<file path="config.mk">
export PLATFORM = sky130hd
export DESIGN_NAME = instr_fetch_flat
export DESIGN_NICKNAME = d
export VERILOG_FILES = /design/src/rtl/instr_fetch_if.sv /design/src/rtl/instr_fetch.sv /design/src/flat_wrapper.sv
export SDC_FILE = /design/constraint.sdc
export NUM_CORES = 1
export LEC_CHECK = 0
export ABC_AREA = 1
export CORE_MARGIN = 5
export CORE_UTILIZATION = 46
export CTS_CLUSTER_DIAMETER = 200
export CTS_CLUSTER_SIZE = 8
export DETAILED_ROUTE_END_ITERATION = 8
export DONT_BUFFER_PORTS = 1
export HOLD_SLACK_MARGIN = 0.08
export PLACE_DENSITY_LB_ADDON = 0.25
export REMOVE_ABC_BUFFERS = 1
export SLEW_MARGIN = 20
export SYNTH_ARGS = -nofsm -noshare
export SYNTH_HDL_FRONTEND = slang
export SYNTH_SLANG_ARGS = --single-unit
</file>
<file path="constraint.sdc">
create_clock -name CLK -period 1.94 [get_ports CLK]
set_input_delay 0.582 -clock CLK [delete_from_list [all_inputs] [get_ports CLK]]
set_output_delay 0.582 -clock CLK [all_outputs]
set_load 0.1 [all_outputs]
</file>
<file path="src/rtl/instr_fetch_if.sv">
// Fetch-stage bus bundle.
// Groups the ROM address/data pair, the redirect/halt controls from the back
// end and the valid/ready instruction handshake toward decode.
//   master : the fetch stage (drives rom_addr and the instr_* head outputs)
//   slave  : the surroundings (ROM, decoder, branch unit)
interface instr_fetch_if #(
    parameter int ADDR_W = 16,
    parameter int DATA_W = 32,
    parameter int DEPTH  = 2
);
    logic [ADDR_W-1:0]          rom_addr;
    logic [DATA_W-1:0]          rom_data;
    logic                       redirect_valid;
    logic [ADDR_W-1:0]          redirect_pc;
    logic                       halt;
    logic                       instr_valid;
    logic                       instr_ready;
    logic [DATA_W-1:0]          instr_data;
    logic [ADDR_W-1:0]          instr_pc;
    logic [$clog2(DEPTH):0]     fifo_count;

    modport master (
        output rom_addr,
        input  rom_data,
        input  redirect_valid,
        input  redirect_pc,
        input  halt,
        output instr_valid,
        input  instr_ready,
        output instr_data,
        output instr_pc,
        output fifo_count
    );

    modport slave (
        input  rom_addr,
        output rom_data,
        output redirect_valid,
        output redirect_pc,
        output halt,
        input  instr_valid,
        output instr_ready,
        input  instr_data,
        input  instr_pc,
        input  fifo_count
    );
endinterface

</file>
<file path="src/rtl/instr_fetch.sv">
// Instruction fetch stage.
// Owns the PC, drives the combinational program ROM address straight from the
// PC register and captures {pc, word} pairs into a DEPTH-entry FIFO that is
// presented to decode with a valid/ready handshake. Redirect flushes the FIFO
// and reloads the PC; halt stops new fetches while the FIFO keeps draining.
// Ports:
//   CLK, RST_N : rising-edge clock, asynchronous active-low reset
//   bus        : instr_fetch_if.master (ROM, redirect/halt, decode handshake)
module instr_fetch #(
    parameter int              ADDR_W   = 16,
    parameter int              DATA_W   = 32,
    parameter logic [ADDR_W-1:0] RESET_PC = '0,
    parameter int              DEPTH    = 2
) (
    input  logic               CLK,
    input  logic               RST_N,
    instr_fetch_if.master      bus
);
    localparam int PW = $clog2(DEPTH);
    localparam int CW = PW + 1;
    localparam logic [CW-1:0] DEPTH_C = CW'(DEPTH);

    logic [ADDR_W-1:0]             pc;
    logic [PW-1:0]                 rd_ptr, wr_ptr;
    logic [CW-1:0]                 count;
    logic [DEPTH-1:0][ADDR_W-1:0]  mem_pc;
    logic [DEPTH-1:0][DATA_W-1:0]  mem_data;

    logic valid, pop, space, push;

    assign valid = (count != '0);
    assign pop   = valid & bus.instr_ready;
    // A full FIFO can still accept a word when the head leaves this cycle.
    assign space = (count < DEPTH_C) | pop;
    assign push  = space & ~bus.halt & ~bus.redirect_valid;

    always_ff @(posedge CLK or negedge RST_N) begin
        if (!RST_N) begin
            pc       <= RESET_PC;
            rd_ptr   <= '0;
            wr_ptr   <= '0;
            count    <= '0;
            mem_pc   <= '0;
            mem_data <= '0;
        end else if (bus.redirect_valid) begin
            // A same-cycle pop is a completed handshake; everything left is
            // stale and dropped by the pointer reset.
            pc     <= bus.redirect_pc;
            rd_ptr <= '0;
            wr_ptr <= '0;
            count  <= '0;
        end else begin
            if (push) begin
                mem_pc[wr_ptr]   <= pc;
                mem_data[wr_ptr] <= bus.rom_data;
                wr_ptr           <= wr_ptr + PW'(1);
                pc               <= pc + ADDR_W'(1);
            end
            if (pop)
                rd_ptr <= rd_ptr + PW'(1);
            count <= count + {{(CW-1){1'b0}}, push} - {{(CW-1){1'b0}}, pop};
        end
    end

    // Head comes straight out of storage, so decode sees registered values.
    assign bus.rom_addr    = pc;
    assign bus.instr_valid = valid;
    assign bus.instr_data  = mem_data[rd_ptr];
    assign bus.instr_pc    = mem_pc[rd_ptr];
    assign bus.fifo_count  = count;
endmodule

</file>
<file path="src/flat_wrapper.sv">
// flat-port wrapper written by rule: the top's interface ports become plain ports
module instr_fetch_flat 
#(
    parameter int              ADDR_W   = 16,
    parameter int              DATA_W   = 32,
    parameter logic [ADDR_W-1:0] RESET_PC = '0,
    parameter int              DEPTH    = 2
)
  (CLK, RST_N, bus_rom_addr, bus_rom_data, bus_redirect_valid, bus_redirect_pc, bus_halt, bus_instr_valid, bus_instr_ready, bus_instr_data, bus_instr_pc, bus_fifo_count);
  instr_fetch_if #(.ADDR_W(ADDR_W), .DATA_W(DATA_W), .DEPTH(DEPTH)) bus_i ();
  input  logic CLK;
  input  logic RST_N;
  output wire logic [$bits(bus_i.rom_addr)-1:0] bus_rom_addr;
  input wire logic [$bits(bus_i.rom_data)-1:0] bus_rom_data;
  input wire logic [$bits(bus_i.redirect_valid)-1:0] bus_redirect_valid;
  input wire logic [$bits(bus_i.redirect_pc)-1:0] bus_redirect_pc;
  input wire logic [$bits(bus_i.halt)-1:0] bus_halt;
  output wire logic [$bits(bus_i.instr_valid)-1:0] bus_instr_valid;
  input wire logic [$bits(bus_i.instr_ready)-1:0] bus_instr_ready;
  output wire logic [$bits(bus_i.instr_data)-1:0] bus_instr_data;
  output wire logic [$bits(bus_i.instr_pc)-1:0] bus_instr_pc;
  output wire logic [$bits(bus_i.fifo_count)-1:0] bus_fifo_count;
  assign bus_rom_addr = bus_i.rom_addr;
  assign bus_i.rom_data = bus_rom_data;
  assign bus_i.redirect_valid = bus_redirect_valid;
  assign bus_i.redirect_pc = bus_redirect_pc;
  assign bus_i.halt = bus_halt;
  assign bus_instr_valid = bus_i.instr_valid;
  assign bus_i.instr_ready = bus_instr_ready;
  assign bus_instr_data = bus_i.instr_data;
  assign bus_instr_pc = bus_i.instr_pc;
  assign bus_fifo_count = bus_i.fifo_count;
  instr_fetch #(.ADDR_W(ADDR_W), .DATA_W(DATA_W), .RESET_PC(RESET_PC), .DEPTH(DEPTH)) u_core (.CLK(CLK), .RST_N(RST_N), .bus(bus_i));
endmodule
</file>
Word level (Yosys, flattened, before mapping) --
Index checks and enable logic that the tools add are counted.
Operators by class: $add $sub $neg 5, order comparisons 4, mux-type cells 17, bitwise gates (word level) 6, reduce and logical (&&, ||, !) cells 5
Operator list (count):
- 2-to-1 mux 32 bit | 3
- 2-to-1 mux 16 bit | 5
- bitwise mux 64 bit | 1
- bitwise mux 32 bit | 1
- demux 32 bit (select 1 bit) | 1
- adder 16 x 1 -> 16 bit (second input constant) | 1
- demux 16 bit (select 1 bit) | 1
- nonzero test 2 bit | 3
- less-than comparator 1 x 2 -> 1 bit (second input constant) | 2
- 2-to-1 mux 1 bit | 4
- bitwise AND 1 bit | 3
- adder 1 bit (second input constant) | 2
- adder 2 x 1 -> 2 bit | 1
- less-than comparator 2 bit (second input constant) | 1
- 2-to-1 mux 2 bit | 1
- inverter 1 bit | 2
- AND reduction 2 bit | 1
- subtractor 2 x 1 -> 2 bit | 1
- greater-or-equal comparator 1 bit (second input constant) | 1
- logical AND 1 bit | 1
- bitwise OR 1 bit | 1
Storage, ports and cells: flip-flop bits (word level) 116, bits of input ports 53

Depth between registers and ports, before layout --
Gate-level depths: netlist of the first run.
depth after elaboration 8, gate-level depth with buffers 9, mapped depth without buffers 9

Worst setup path before layout of the first run --
No wires, ideal clock.
path kind register to register, start point reg u_core.count[1] (netlist: u_core.bus.fifo_count[1]), end point reg u_core.count[1] (netlist: u_core.bus.fifo_count[1]), arrival time 2.591 ns, required time 1.819 ns, path slack -0.772 ns, cell stages (with the launch flop) 10, cell sequence dfrtp_1 > inv_2 > nand2_1 > nand2_1 > inv_1 > ha_1 > inv_1 > ha_1 > xor2_1 > nor2_1
On the way: longest elaborated chain between the ends 8
RTL lines:
- start, declared | line instr_fetch.sv:25 | logic [CW-1:0] count;
- start signal, assigned | line instr_fetch.sv:61 | count <= count + {{(CW-1){1'b0}}, push} - {{(CW-1){1'b0}}, pop};
- nonzero test 2 bit * | line instr_fetch.sv:31 | assign valid = (count != '0);
- via bus_instr_valid | line flat_wrapper.sv:18 | output wire logic [$bits(bus_i.instr_valid)-1:0] bus_instr_valid;
- bitwise AND 1 bit * | line instr_fetch.sv:32 | assign pop = valid & bus.instr_ready;
- bitwise OR 1 bit | line instr_fetch.sv:34 | assign space = (count < DEPTH_C) | pop;
- bitwise AND 1 bit (2 in series) | line instr_fetch.sv:35 | assign push = space & ~bus.halt & ~bus.redirect_valid;
- adder 2 x 1 -> 2 bit | line instr_fetch.sv:61
- subtractor 2 x 1 -> 2 bit * | line instr_fetch.sv:61
- 2-to-1 mux 2 bit * | line instr_fetch.sv:45 | end else if (bus.redirect_valid) begin
The timed path passes the listed nets; every way through them passes the cells marked *. A chain may end at the register's enable or synchronous reset.

Worst setup path after layout of the first run --
start point reg u_core.rd_ptr, end point out bus_instr_data[16]
On the way: longest elaborated chain between the ends 2
RTL lines:
- start, declared | line instr_fetch.sv:24 | logic [PW-1:0] rd_ptr, wr_ptr;
- start signal, assigned | line instr_fetch.sv:60 | rd_ptr <= rd_ptr + PW'(1);
- 2-to-1 mux 32 bit (not written as such) (2 in series) | line instr_fetch.sv:68 | assign bus.instr_data = mem_data[rd_ptr];
- end, declared | line flat_wrapper.sv:20 | output wire logic [$bits(bus_i.instr_data)-1:0] bus_instr_data;
Every way passes these cells. The select of a mux whose other input is x is not followed.

==> results of run 1 <==
worst max-delay path: cells and delay by family (launching register included):
| kind | cells | cell delay, ns |
|---|---|---|
| AND/OR/NAND/NOR | 2 | 0.19 |
| flip-flops | 1 | 0.45 |
| buffers and inverters | 3 | 0.46 |
cell families after synthesis:
group | after synthesis
simple gates | 341
flops | 116
buf+inv | 97
fa+ha+maj | 3
compound gates | 121
xor+xnor | 7
path summary, 6_finish.rpt:
check | from | to | slack [ns] | cells after the start
setup / recovery | u_core.rd_ptr | bus_instr_data[16] | -0.16 | 5
hold / removal | RST_N | u_core.mem_data[26] | -0.13 | 0
setup reg to reg | u_core.bus.rom_addr[1] | u_core.bus.rom_addr[14] | 0.37 | 6
hold reg to reg | u_core.mem_data[33] | u_core.mem_data[33] | 0.48 | 2
max in group asynchronous | RST_N | u_core.mem_data[14] | 1.88 | 0
min in group CLK | bus_redirect_valid | u_core.bus.fifo_count[0] | 0.24 | 1
flip-flops by register name, indices dropped and copies added, names as in the netlist:
register,count
u_core.mem_pc,32
u_core.rd_ptr,1
u_core.bus.fifo_count,2
u_core.mem_data,64
u_core.bus.rom_addr,16
u_core.wr_ptr,1
repair_timing:
action | 4_1_cts | 5_1_grt
gates resized for setup | 52 | 10
setup endpoints to repair | 48 | 48
cloned | 1 | 2
hold endpoints to repair | 116 | 116
buffers inserted | 1 | 1
pin swaps | 0 | 0
cell type report:
class,count,area (um^2),area share
clock inverter,4,20.02,0.002700
clock buffer,28,516.7,0.06969
inverter,63,241.5,0.03257
multi-input combinational,472,2210,0.2980
tap,143,178.9,0.02413
timing repair buffer,80,1344,0.1812
sequential,116,2904,0.3917
per-stage QoR:
| stage | hold WS [ns] | util | instances |
|---|---|---|---|
| 4_1_cts | -0.1399 | 0.6356 | 903 |
| 2_1_floorplan | 0.2864 | - | 651 |
| 6_report | -0.1269 | 0.6439 | 906 |
| 5_1_grt | -0.1556 | 0.6439 | 906 |
| 3_5_place_dp | 0.2910 | 0.5742 | 869 |
| 3_3_place_gp | 0.2904 | 0.5742 | 869 |
per-layer routing:
metal | track usage | vias to the layer above
met5 | 0 | -
met4 | 0.05648 | 0
met3 | 0.07880 | 16
met1 | 0.2552 | 2199
li1 | - | 2273
met2 | 0.2895 | 157
cells in the mapped netlist:
cell type  instances
nand3_1           15
a22oi_1            1
inv_2              3
o21ai_1           67
ha_1               3
nor2_8             1
buf_6              9
nand2_1          301
o21bai_1           4
clkbuf_1           7
dfrtp_1          116
o21bai_4           1
a31oi_1            1
xnor2_1            2
clkbuf_2           3
buf_4              2
nand4_1            3
xor2_1             5
o21ai_0           42
nand2_2            1
inv_1             60
o211ai_1           3
nand2_4            2
buf_1              2
buf_2             11
nor2_1            18
a21oi_1            2
==> flow_metrics.tcl, run 1 <==
set metrics [dict create \
    synth-simple-area-share 0.2464 \
    path_cells "buf_12 -> buf_12 -> nand2_1 -> nand2_2 -> buf_12" \
    timing.final.ws_setup_ns -0.1616 \
    synth_top_family_by_area "simple AND/OR/NAND/NOR gates" \
    hold_viol 116 \
    setup_viol 48 \
    antenna_cells 0 \
    netlist_top_cells_area "dfrtp_1, nand2_1, o21ai_1, inv_1, o21ai_0" \
    via_count 4645 \
    grt_pass1_vias 4573 \
    coreArea_um2 11520 \
    yosysSeqAreaShare 0.5337 \
    first_pass_iters 6 \
    maxSlewViolCount 0 \
    grt_max_degree 117 \
    drc 0 \
    dp_hpwl_mm 8.475 \
    maxCapViolations 0 \
    track_usage 0.1920 \
    post_synth_num_cell_types 27 \
    ant_nets 0 \
    path_max_fanout 17 \
    routed_wl_mm 13.30 \
    final.min_clock_period_ns 2.102 \
    tightest_slew_ns 0.3942 \
    dpl-instance-area_um2 6613 \
    areaGrowthSynthToFinish_pct 36.32 \
    grt_pass1_wl_mm 21.88 \
    violations "hold timing, setup timing" \
    h-tree-depth 4 \
    initial_utilization 0.4723 \
    row_count 39 \
    skew_ns 0.006676 \
    worstPathArrival_ns 1.52 \
    top_layer "met4" \
    die_w_um 118.7 \
    nFillCells 969 \
    syn_area_um2 5439 \
    rsz0062_at_grt "yes" \
    drt-wirelength-per-cell_um 14.68 \
    drive_gt1_frac 0.2189 \
    clk_pin_slew_ns 0.05 \
    fin_area_um2 7415 \
    final.setup.tns_ns -5.012 \
    portBuffers 0 \
    synth.top_cell.area_share 0.5337 \
    crit_path_max_incr_delay_ns 0.45 \
    synth-xor-area-share 0.01127 \
    hp-class "primary input to asynchronous set/reset pin" \
    dr_wl_met2_mm 6.113 \
    fmax_mhz 475.8 \
    drtIter0Drc 332 \
    gp_congestion 0.8343 \
    cp_common_cell "buf_12" \
    crit_required_ns 1.36 \
    ys_warn_count 0 \
    yosys.area_share.adder 0.006901 \
    fin_crit_sh 1.083 \
    crit_slowest_cell "dfrtp_2" \
    die_area_um2 14100 \
    viasPerCell 5.127 \
    cts_tree "built" \
    syn_area_per_cell_um2 7.940 \
    yosysTopAreaCell "dfrtp_1" \
    dr_wl_met3_mm 1.063 \
    die_y_um 118.7 \
    cts.sinks 116 \
    synth_seq_cells 116 \
    start_kind "register" \
    pre_cts_ws_ns 0.2080 \
    drt-met1-wl_mm 5.964 \
    grt-ovfl-total 0 \
    numCtsBuffers 17 \
    max-slew-margin-rel 0.7372 \
    status "finished, violations left" \
    fin_nets 806 \
    mostFrequentLayoutCell "nand2_1" \
    clockBufferDepth 2 \
    insertion_delay_ns 0.41 \
    ios 120 \
    synthMuxAreaShare 0 \
    final_cell_mix "nand2_1, dfrtp_1, o21ai_1, inv_1, buf_12" \
    synth_compound_area_frac 0.1178 \
    end_kind "output pin" \
    grt_antenna_before_repair 0 \
    whs_ns -0.1269 \
    clockRootBuffer "clkbuf_16" \
    critPathKind "register to output pin" \
    syn-instance-count 685 \
]
Power of run 1 is left out: the tool's default activity adds up to more than one toggle a clock period on the data nets, which glitch-free logic cannot reach.
==> inputs of run 2 (changes only) <==
Settings changed: CORE_UTILIZATION 46 to 42.
==> run 2 against run 1 <==
  * The flow still finishes with violations (hold timing, setup timing)
  * Clock skew increased by 0.00062 ns
  * First-iteration DRC count is 46% higher
  * Hold slack got worse by 0.0092 ns
  * Flip-flop and latch count unchanged
  * Maximum frequency shrank 0.67%
  * Design area rose by 1.6%
  * Register-to-register slack worse by 0.09 ns
  * Worst setup slack got worse by 0.014 ns
  * Routed wire length rose by 8.3%
  * Critical endpoint unchanged
==> flow_metrics.tcl, run 2 (synthesis results as in run 1) <==
set metrics [dict create \
    areaGrowthSynthToFinish_pct 38.49 \
    initial_utilization 0.4292 \
    die_area_um2 15330 \
    netSwitchingPower_mw 7.759 \
    clockRootBuffer "clkbuf_16" \
    start_kind "register" \
    power.internal_mw 8.247 \
    path_delay_family "buffers and inverters" \
    clk_pin_slew_ns 0.05 \
    h-tree-depth 4 \
    final.setup.tns_ns -7.027 \
    antenna_cells 0 \
    max-slew-margin-rel 0.6127 \
    grt_max_degree 117 \
    vdd_ir_drop_max_uv 942.0 \
    ant_nets 0 \
    final.min_clock_period_ns 2.116 \
    end_kind "output pin" \
    crit_required_ns 1.36 \
    crit_slowest_cell "dfrtp_2" \
    clock_power_share 0.186 \
    crit_path_max_incr_delay_ns 0.44 \
    drc 0 \
    timing.final.ws_setup_ns -0.1757 \
    clockBufferDepth 2 \
    whs_ns -0.1361 \
    maxSlewViolCount 0 \
    track_usage 0.1837 \
    drt-wirelength-per-cell_um 15.40 \
    powerDensity_nw_per_um2 2125 \
    die_y_um 123.8 \
    drtIter0Drc 485 \
    fin_nets 807 \
    fmax_mhz 472.7 \
    row_count 41 \
    viasPerCell 5.065 \
    die_w_um 123.8 \
    path_max_fanout 11 \
    p_seq_frac 0.238 \
    setup_viol 48 \
    numCtsBuffers 17 \
    dp_hpwl_mm 8.829 \
    grt_antenna_before_repair 0 \
    fin_area_um2 7532 \
    regMostFlops "u_core.mem_data" \
    tightest_slew_ns 0.5809 \
    grt_pass1_vias 4446 \
    first_pass_iters 5 \
    dpl-instance-area_um2 6649 \
    coreArea_um2 12670 \
    final_cell_mix "nand2_1, dfrtp_1, o21ai_1, inv_1, nand2_2" \
    portBuffers 0 \
    ios 120 \
    cts.sinks 116 \
    critPathKind "register to output pin" \
    insertion_delay_ns 0.41 \
    fin_crit_sh 1.091 \
    via_count 4741 \
    grt-ovfl-total 0 \
    routed_wl_mm 14.41 \
    cts_tree "built" \
    drive_gt1_frac 0.2317 \
    worstPathArrival_ns 1.53 \
    mostFrequentLayoutCell "nand2_1" \
    p_sw_frac 0.4847 \
    grt_pass1_wl_mm 21.83 \
    power_mw 16.01 \
    violations "hold timing, setup timing" \
    path_cells "clkinv_4 -> clkbuf_16 -> nand2_1 -> nand2_2 -> buf_12" \
    rsz0062_at_grt "yes" \
    crit_buf_inv 3 \
    maxCapViolations 0 \
    gp_congestion 0.8552 \
    hold_viol 116 \
    power_leakage_nw 3.752 \
    status "finished, violations left" \
    largest_reg_flops 64 \
    skew_ns 0.007300 \
    pwr-share-comb 0.576 \
    hp-class "primary input to asynchronous set/reset pin" \
]
## run 2: cell count changes in the layout (fill, tap and decap cells not counted), moves of 2 or more
cell,change
nand2_4,+2
buf_12,-2
nand2_1,-9
buf_8,+2
nand2_2,+7
clkinv_2,-2
## run 2: worst reg2reg max path, cell delays in order (launching register included)
cell and delay (ns):
dfrtp_1 0.43, ha_1 0.26, nand3_1 0.12, nor2_1 0.33, nand4_1 0.17, nand3_1 0.12, nand3_1 0.09
## run 2: cell type report
| type | count | area (um^2) |
|---|---|---|
| multi-input cells | 472 | 2242 |
| clock buffers | 29 | 530.5 |
| flip-flops and latches | 116 | 2904 |
| repair buffers | 81 | 1359 |
| inverters | 63 | 241.5 |
| well taps | 172 | 215.2 |
| fillers | 1118 | 5139 |
| clock inverters | 3 | 40.04 |
## run 2: worst paths after layout
kind,start,to,slack [ns],depth (start not counted)
max reg2reg,u_core.bus.rom_addr[1],u_core.bus.rom_addr[14],0.28,6
min,RST_N,u_core.mem_data[37],-0.14,0
min in group CLK,bus_redirect_valid,u_core.bus.fifo_count[0],0.23,1
max,u_core.rd_ptr,bus_instr_data[16],-0.18,5
min reg2reg,u_core.mem_data[10],u_core.mem_data[10],0.48,2
max in group asynchronous,RST_N,u_core.bus.fifo_count[1],1.93,0
## run 2: stage by stage
| step | util | cells | setup WS [ns] |
|---|---|---|---|
| after floorplan | - | 651 | -0.8438 |
| after detailed placement | 0.5247 | 898 | 0.2139 |
| final | 0.5945 | 936 | -0.1757 |
| after global routing | 0.5945 | 936 | -0.2253 |
| after global placement | 0.5247 | 898 | 0.2285 |
| after CTS | 0.5810 | 931 | -0.1737 |
## run 2: routing by layer
metal | vias to the layer above | wire [um] | track usage
met2 | 200 | 6624 | 0.2734
met1 | 2245 | 6395 | 0.2500
met3 | 14 | 1227 | 0.05949
met5 | - | 0 | 0
met4 | 0 | 162 | 0.07059
li1 | 2282 | - | -
## run 2: power by group through the flow
stage          sequential, mW  combinational [mW]  clock, mW
6_report                 3.81                9.22       2.98
2_1_floorplan            4.25                5.19          0
3_3_place_gp             3.76                8.65          0
5_1_grt                  3.92                9.62       3.13
3_5_place_dp             3.80                8.75          0
4_1_cts                  3.77                9.00       3.03
## run 2: repair_timing
item | CTS | global route
gates resized for setup | 47 | 23
pin swaps | 0 | 2
hold endpoints to repair | 116 | 116
gates cloned | 1 | 4
buffers inserted | 0 | 1
endpoints found under the setup margin | 48 | 48
(Power assumes the default switching activity.)
